==> src/rtl/wb_trace_fifo.sv <==
// Commit-trace buffer: captures register-file writes from the core's writeback
// debug bus into a first-word-fall-through FIFO and keeps commit/drop statistics.
module wb_trace_fifo #(
   parameter int unsigned DEPTH   = 16,
   parameter bit          SKIP_R0 = 1'b1
) (
   input  logic                       clk,
   input  logic                       reset_n,
   input  logic                       trace_en,
   input  logic                       clr_stats,
   input  logic [31:0]                debug_wb_pc,
   input  logic                       debug_wb_rf_wen,
   input  logic [4:0]                 debug_wb_rf_addr,
   input  logic [31:0]                debug_wb_rf_wdata,
   output logic                       out_valid,
   input  logic                       out_ready,
   output logic [31:0]                out_pc,
   output logic [4:0]                 out_addr,
   output logic [31:0]                out_data,
   output logic [$clog2(DEPTH):0]     occupancy,
   output logic [31:0]                commit_cnt,
   output logic [15:0]                drop_cnt,
   output logic                       overflow
);

   localparam int unsigned PtrW = $clog2(DEPTH);
   localparam int unsigned OccW = PtrW + 1;
   localparam logic [OccW-1:0] OccFull = OccW'(DEPTH);

   // Record layout: {pc[31:0], addr[4:0], data[31:0]}
   logic [68:0]     mem [DEPTH];
   logic [68:0]     head;
   logic [PtrW-1:0] wr_ptr_q, rd_ptr_q;
   logic [OccW-1:0] occ_q;
   logic            cap, pop, push, drop, full;

   assign full      = (occ_q == OccFull);
   assign out_valid = (occ_q != '0);
   assign occupancy = occ_q;

   assign cap  = trace_en & debug_wb_rf_wen & ~(SKIP_R0 & (debug_wb_rf_addr == 5'd0));
   assign pop  = out_valid & out_ready;
   // A same-cycle pop frees the slot the new record needs.
   assign push = cap & (~full | pop);
   assign drop = cap & full & ~pop;

   always_ff @(posedge clk) begin
      if (push) begin
         mem[wr_ptr_q] <= {debug_wb_pc, debug_wb_rf_addr, debug_wb_rf_wdata};
      end
   end

   always_ff @(posedge clk or negedge reset_n) begin
      if (!reset_n) begin
         wr_ptr_q <= '0;
         rd_ptr_q <= '0;
         occ_q    <= '0;
      end else begin
         if (push) wr_ptr_q <= wr_ptr_q + PtrW'(1);
         if (pop)  rd_ptr_q <= rd_ptr_q + PtrW'(1);
         if (push && !pop)      occ_q <= occ_q + OccW'(1);
         else if (pop && !push) occ_q <= occ_q - OccW'(1);
      end
   end

   always_ff @(posedge clk or negedge reset_n) begin
      if (!reset_n) begin
         commit_cnt <= '0;
         drop_cnt   <= '0;
         overflow   <= 1'b0;
      end else if (clr_stats) begin
         commit_cnt <= '0;
         drop_cnt   <= '0;
         overflow   <= 1'b0;
      end else begin
         if (cap) commit_cnt <= commit_cnt + 32'd1;
         if (drop) begin
            overflow <= 1'b1;
            if (drop_cnt != 16'hFFFF) drop_cnt <= drop_cnt + 16'd1;
         end
      end
   end

   // Payload is forced to zero while empty so nothing stale or uninitialised leaks out.
   assign head     = mem[rd_ptr_q];
   assign out_pc   = out_valid ? head[68:37] : 32'd0;
   assign out_addr = out_valid ? head[36:32] : 5'd0;
   assign out_data = out_valid ? head[31:0]  : 32'd0;

endmodule

==> config.mk <==
export PLATFORM = sky130hd
export DESIGN_NAME = wb_trace_fifo
export DESIGN_NICKNAME = d
export VERILOG_FILES = /design/src/rtl/wb_trace_fifo.sv
export SDC_FILE = /design/constraint.sdc
export NUM_CORES = 1
export LEC_CHECK = 0
export ABC_AREA = 1
export BUFFER_PORTS_ARGS = -buffer_cell sky130_fd_sc_hd__buf_2
export CAP_MARGIN = 20
export CORE_UTILIZATION = 55
export CTS_CLUSTER_DIAMETER = 30
export DETAILED_ROUTE_END_ITERATION = 6
export GPL_TIMING_DRIVEN = 1
export PLACE_DENSITY = 0.72
export RECOVER_POWER = 50
export SKIP_CTS_REPAIR_TIMING = 1
export SLEW_MARGIN = 20
export SYNTH_ARGS = -nofsm -noshare
export SYNTH_HDL_FRONTEND = slang
export SYNTH_SLANG_ARGS = --single-unit
==> constraint.sdc <==
create_clock -name clk -period 9.2 [get_ports clk]
set_clock_uncertainty 0.05 [all_clocks]
set_input_delay 1.84 -clock clk [delete_from_list [all_inputs] [get_ports clk]]
set_output_delay 1.84 -clock clk [all_outputs]
set_load 0.05 [all_outputs]
After elaboration in Yosys (flattened, before gate mapping). Memory sizes are Yosys's and may differ from the RTL's. Cells that the tools add are included. W data, S select, Z words.

Add/subtract/negate cells: 6. Multiplexer cells: 14. Bitwise logic cells: 10. Eq/ne operators: 2. Reduce and logical (&&, ||, !) cells: 11.

Operators with widths (number): $mux W32 (4); $mux W16 (3); $add A32 B1 Y32 const B (1); $add A16 B1 Y16 const B (1); $ne A16 B16 Y1 const B (1); $mux W5 (3); $add A4 B1 Y4 const B (2); $reduce_bool A2 Y1 (4); $and A1 B1 Y1 (6); $add A5 B1 Y5 const B (1); $eq A5 B5 Y1 const B (1); $logic_not A5 Y1 (1); $reduce_bool A5 Y1 (1); $sub A5 B1 Y5 const B (1); $mux W1 (4); $not A1 Y1 (3); $logic_and A1 B1 Y1 (2); $logic_not A1 Y1 (2); $reduce_and A2 Y1 (1); $or A1 B1 Y1 (1).

RAM bits: 1104. Word-level logic and storage cells: 50. Output and inout port bits: 124. Register bits: 62. Memories: 1.

Memories: mem (depth 16, width 69, read ports 1, clocked after memory_dff 0, write ports 1, RTL line 31) `logic [68:0] mem [DEPTH];`.

Longest topological paths before layout.
Word-level depth: 8. Mapped depth: 13. Gate-level depth less buffers: 13.

Least setup slack after synthesis. OpenSTA, ideal clock, no wires.

Kind: in2reg. From: input port debug_wb_rf_addr[3]. To: memory mem[11][0], enable pin. Path buffers: 0. Path slack: 3.204 ns. Cell stages on the path: 6. Setup time: 0.497 ns. Data arrival time: 5.449 ns. Path through: nor2_1 > nand3_1 > nand2_2 > nor2_2 > nand2_1 > nor2_1.

Longest elaborated chain between the ends: 6.

RTL lines: start, declared (RTL line 13) `input logic [4:0] debug_wb_rf_addr,`; $logic_not A5 Y1 (RTL line 41) `assign cap = trace_en & debug_wb_rf_wen & ~(SKIP_R0 & (debug_wb_rf_addr == 5'd0));`; $not A1 Y1 (RTL line 41); $and A1 B1 Y1 (RTL line 41); $and A1 B1 Y1 (RTL line 44) `assign push = cap & (~full | pop);`; via push (RTL line 35) `logic cap, pop, push, drop, full;`; $mux W1 (RTL line 48) `if (push) begin`; $mux W1 (not written as such) (RTL line 49) `mem[wr_ptr_q] <= {debug_wb_pc, debug_wb_rf_addr, debug_wb_rf_wdata};`; end, declared (RTL line 31).

The timed path passes the listed nets, and every way through them passes these cells.

Worst setup path after layout.
From: register rd_ptr_q[0]. To: output port out_pc[31].

Longest elaborated chain between the ends: 2.

RTL lines: start, declared (RTL line 33) `logic [PtrW-1:0] wr_ptr_q, rd_ptr_q;`; start signal, assigned (RTL line 60) `if (pop) rd_ptr_q <= rd_ptr_q + PtrW'(1);`; $mem_v2 Z16 W69; $mux W32 (RTL line 86) `assign out_pc = out_valid ? head[68:37] : 32'd0;`; end, declared (RTL line 17) `output logic [31:0] out_pc,`.

No other way between the ends.

==> metrics.md <==
| Metric | Value |
|---|---|
| Startpoint types | `register` |
| Initial Utilization | `about 56%` |
| First-pass GRT wire length | `184700 µm` |
| Main synth FF type | `edfxtp_1` |
| Worst Path Required | `7.31 ns` |
| Residual DRC | `0` |
| Die Height | `297.3 µm` |
| I/O Buffers | `~200` |
| Clock slew at reported path FFs | `0.04 ns` |
| Synth unique cells | `32` |
| Die width | `297.3 µm` |
| Commonest cells in the netlist | `edfxtp_1 (1104), nor2_1 (996), nand2_1 (534)` |
| Register area | `34720 µm²` |
| Mapped Cells | `4117` |
| Vias post-DR | `32410` |
| Pwr Density | `355.7 nW/µm²` |
| Post-Syn Area per Cell | `roughly 12 µm²` |
| Routed Wire Length | `120800 µm` |
| DPL Wire Length | `58090 µm` |
| Net switching power | `7.500 mW` |
| Row count | `about 110` |
| Top post-synthesis cells by area | `edfxtp_1 (69%), nor2_1 (7.8%), o21ai_0 (4.6%)` |
| RSZ-0062 raised after global routing | `false` |
| Final setup fails | `0` |
| Clk_lat worst skew | `0.75 ns` |
| Relative slew margins | `-142.1%` |
| YS warnings | `0` |
| # H-tree levels | `4` |
| Outcome | `finished with violations` |
| Worst hold path type | `register to register` |
| Final Slew Violations | `91` |
| Clock share of power | `37.2%` |
| ANT nets after route | `0` |
| Pre-CTS worst setup slack | `3.265 ns` |
| Failing checks | `capacitance limit, slew limit` |
| Endpoint class of the critical path | `primary output` |
| Synth top area share | `69.13%` |
| Final hold vios | `0` |
| Initial DRT Pass Iterations | `5` |
| Asr flop ratio synth | `5.317%` |
| Crit Path Class | `register to primary output` |
| Max-cap violations | `2` |
| Synth area leader | `edfxtp_1` |
| Final Wtd Congestion | `0.8313` |
| Filler cells | `6110` |
| GR peak layer | `met2` |
| M3 GR Usage | `4.784%` |
| Peak supply drop | `271.8 µV` |
| Most frequent CP cell | `nand3_1` |
| Core Region | `about 86000 µm²` |
| Internal power | `12.51 mW` |
| GRT overflow | `0` |
| CTS root buf | `clkbuf_16` |
| TritonCTS Buffers | `195` |
| CTS tree | `yes` |
| Critical path arrival | `~4.7 ns` |
| Global routing usage on met2 | `44.90%` |
| Most numerous cell in the Yosys netlist | `edfxtp_1` |
| Io pins | `a little under 200` |
| Total GRT Usage | `~27%` |
| Final setup TNS | `0 ns` |
| Routed WL per cell | `21.46 µm` |
| Critical path's top delay family | `buffers and inverters` |
| Die area | `88380 µm²` |
| Gate power share | `between 30% and 40%` |
| Number of synthesized flops with an enable pin | `~1100` |
| Nets | `4399` |
| Met1 usage | `36.30%` |
| Antenna violations before repair | `11` |
| Syn Nets | `between 4000 and 5000` |
| Cell Chain, Critical Path | `inv_8 > buf_4 > o21ai_0 > nand3_1 > nand3_1 > a21oi_1 > buf_2` |
| CP Buf/Inv Count | `3` |
| Syn-to-layout area delta | `17.34%` |
| Layout cell share with drive strength beyond 1 | `10.98%` |
| CP max stage delay | `roughly 0.9 ns` |
| Post-synthesis sequential area ratio | `72.36%` |
| Slowest CP cell | `buf_4` |
| Mapped Area | `around 48000 µm²` |
| Crit-path max FO | `approximately 190` |
| Final Critical Period | `6.622 ns` |
| Largest net degree at the start of global routing | `between 200 and 250` |
| Seq pwr share | `31.4%` |
| Clock Tree Buf Depth | `3` |
| CTS Sinks | `1166` |
| Switching share of power | `37.47%` |
| Multi-input combinational cell area | `11630 µm²` |
| Slew at the pin closest to its max-slew limit | `3.631 ns` |
| Total power | `approximately 20 mW` |
| Number of global-route vias before repair | `32020` |
| Crit path setup slack, layout | `approximately 2.6 ns` |
| F_max | `0.1510 GHz` |
| #FFs+latches synth | `1166` |
| Leak | `~20 nW` |
| Vias/cell | `approximately 5.8` |
| Drt first-iter violations | `about 3500` |
| Period utilization | `71.98%` |
==> sequential cells by signal, indices dropped and copies added, names as in the netlist <==
register    cells
drop_cnt       16
overflow        1
occupancy       5
rd_ptr_q        4
mem          1104
commit_cnt     32
wr_ptr_q        4
==> final timing paths <==
kind / startpoint / slack [ns] / cells after the start / to
max: rd_ptr_q[0]$_DFFE_PN0N_ / 2.58 / 7 / out_pc[31]
min: overflow$_DFFE_PN0P_ / 0.46 / 2 / overflow$_DFFE_PN0P_
max reg2reg: occupancy[0]$_DFFE_PN0P_ / 4.54 / 14 / occupancy[4]$_DFFE_PN0P_
min reg2reg: overflow$_DFFE_PN0P_ / 0.46 / 2 / overflow$_DFFE_PN0P_
max in group asynchronous: reset_n / 4.16 / 2 / rd_ptr_q[0]$_DFFE_PN0N_
min in group asynchronous: reset_n / 2.38 / 2 / commit_cnt[29]$_DFFE_PN0P_
==> tightest hold or removal path, stage by stage (launching register included) <==
cell     delay (ns)
dfrtp_1        0.34
nor2_1         0.05
nor2_1         0.07
==> layer usage <==
layer	part of all wire [%]	vias up
met5	0.064	-
met4	2.9	12
met3	8.6	269
met2	49	1455
met1	40	15770
li1	-	14910
==> power by group through the flow <==
stage               clock [mW]  sequential, mW  combinational, mW
floorplan                    0            6.30               4.74
global placement             0            6.37               6.15
detailed placement           0            6.37               6.23
CTS                       7.50            6.28               6.29
global route              7.74            6.30               6.81
finish                    7.44            6.28               6.29
==> cell families after synthesis <==
kind of cell / Yosys count / synth area share [%]
and+or+nand+nor: 1996 / 16.91
DFF: 1166 / 72.36
AOI/OAI and AO/OA: 600 / 6.447
buffers and inverters: 325 / 3.624
xor gates and xnor gates: 18 / 0.3287
adders and majority gates: 12 / 0.3287
==> through the flow <==
step	cells	hold slack (ns)	utilization [%]	instance area, µm²
5_1_grt	5626	0.4939	65.57	56270
4_1_cts	5624	0.4539	65.68	56370
3_3_place_gp	5258	0.4287	57.68	49500
2_1_floorplan	4117	0.4609	-	47960
3_5_place_dp	5258	0.4450	57.68	49500
6_report	5628	0.4557	65.57	56270
==> layout make-up <==
class	count	share of cell area, %
antenna	3	0.01334
inverter	79	0.5670
multi-input combinational	2626	20.67
sequential	1166	61.70
tap	1144	2.544
timing repair buffer	244	2.306
clock inverter	143	3.233
clock buffer	223	8.967
==> cell usage in the layout, fill, tap and decap left out, types with 33 or more instances in the layout <==
master,instances
buf_2,107
nand3_1,434
clkbuf_16,196
buf_4,38
dfrtp_1,58
o21ai_1,40
edfxtp_1,1104
nand2_1,535
nor2_1,982
o21ai_0,441
clkbuf_1,116
bufinv_16,33
a21oi_1,83
inv_1,75
Note: power is estimated with default switching activity, not from simulation.
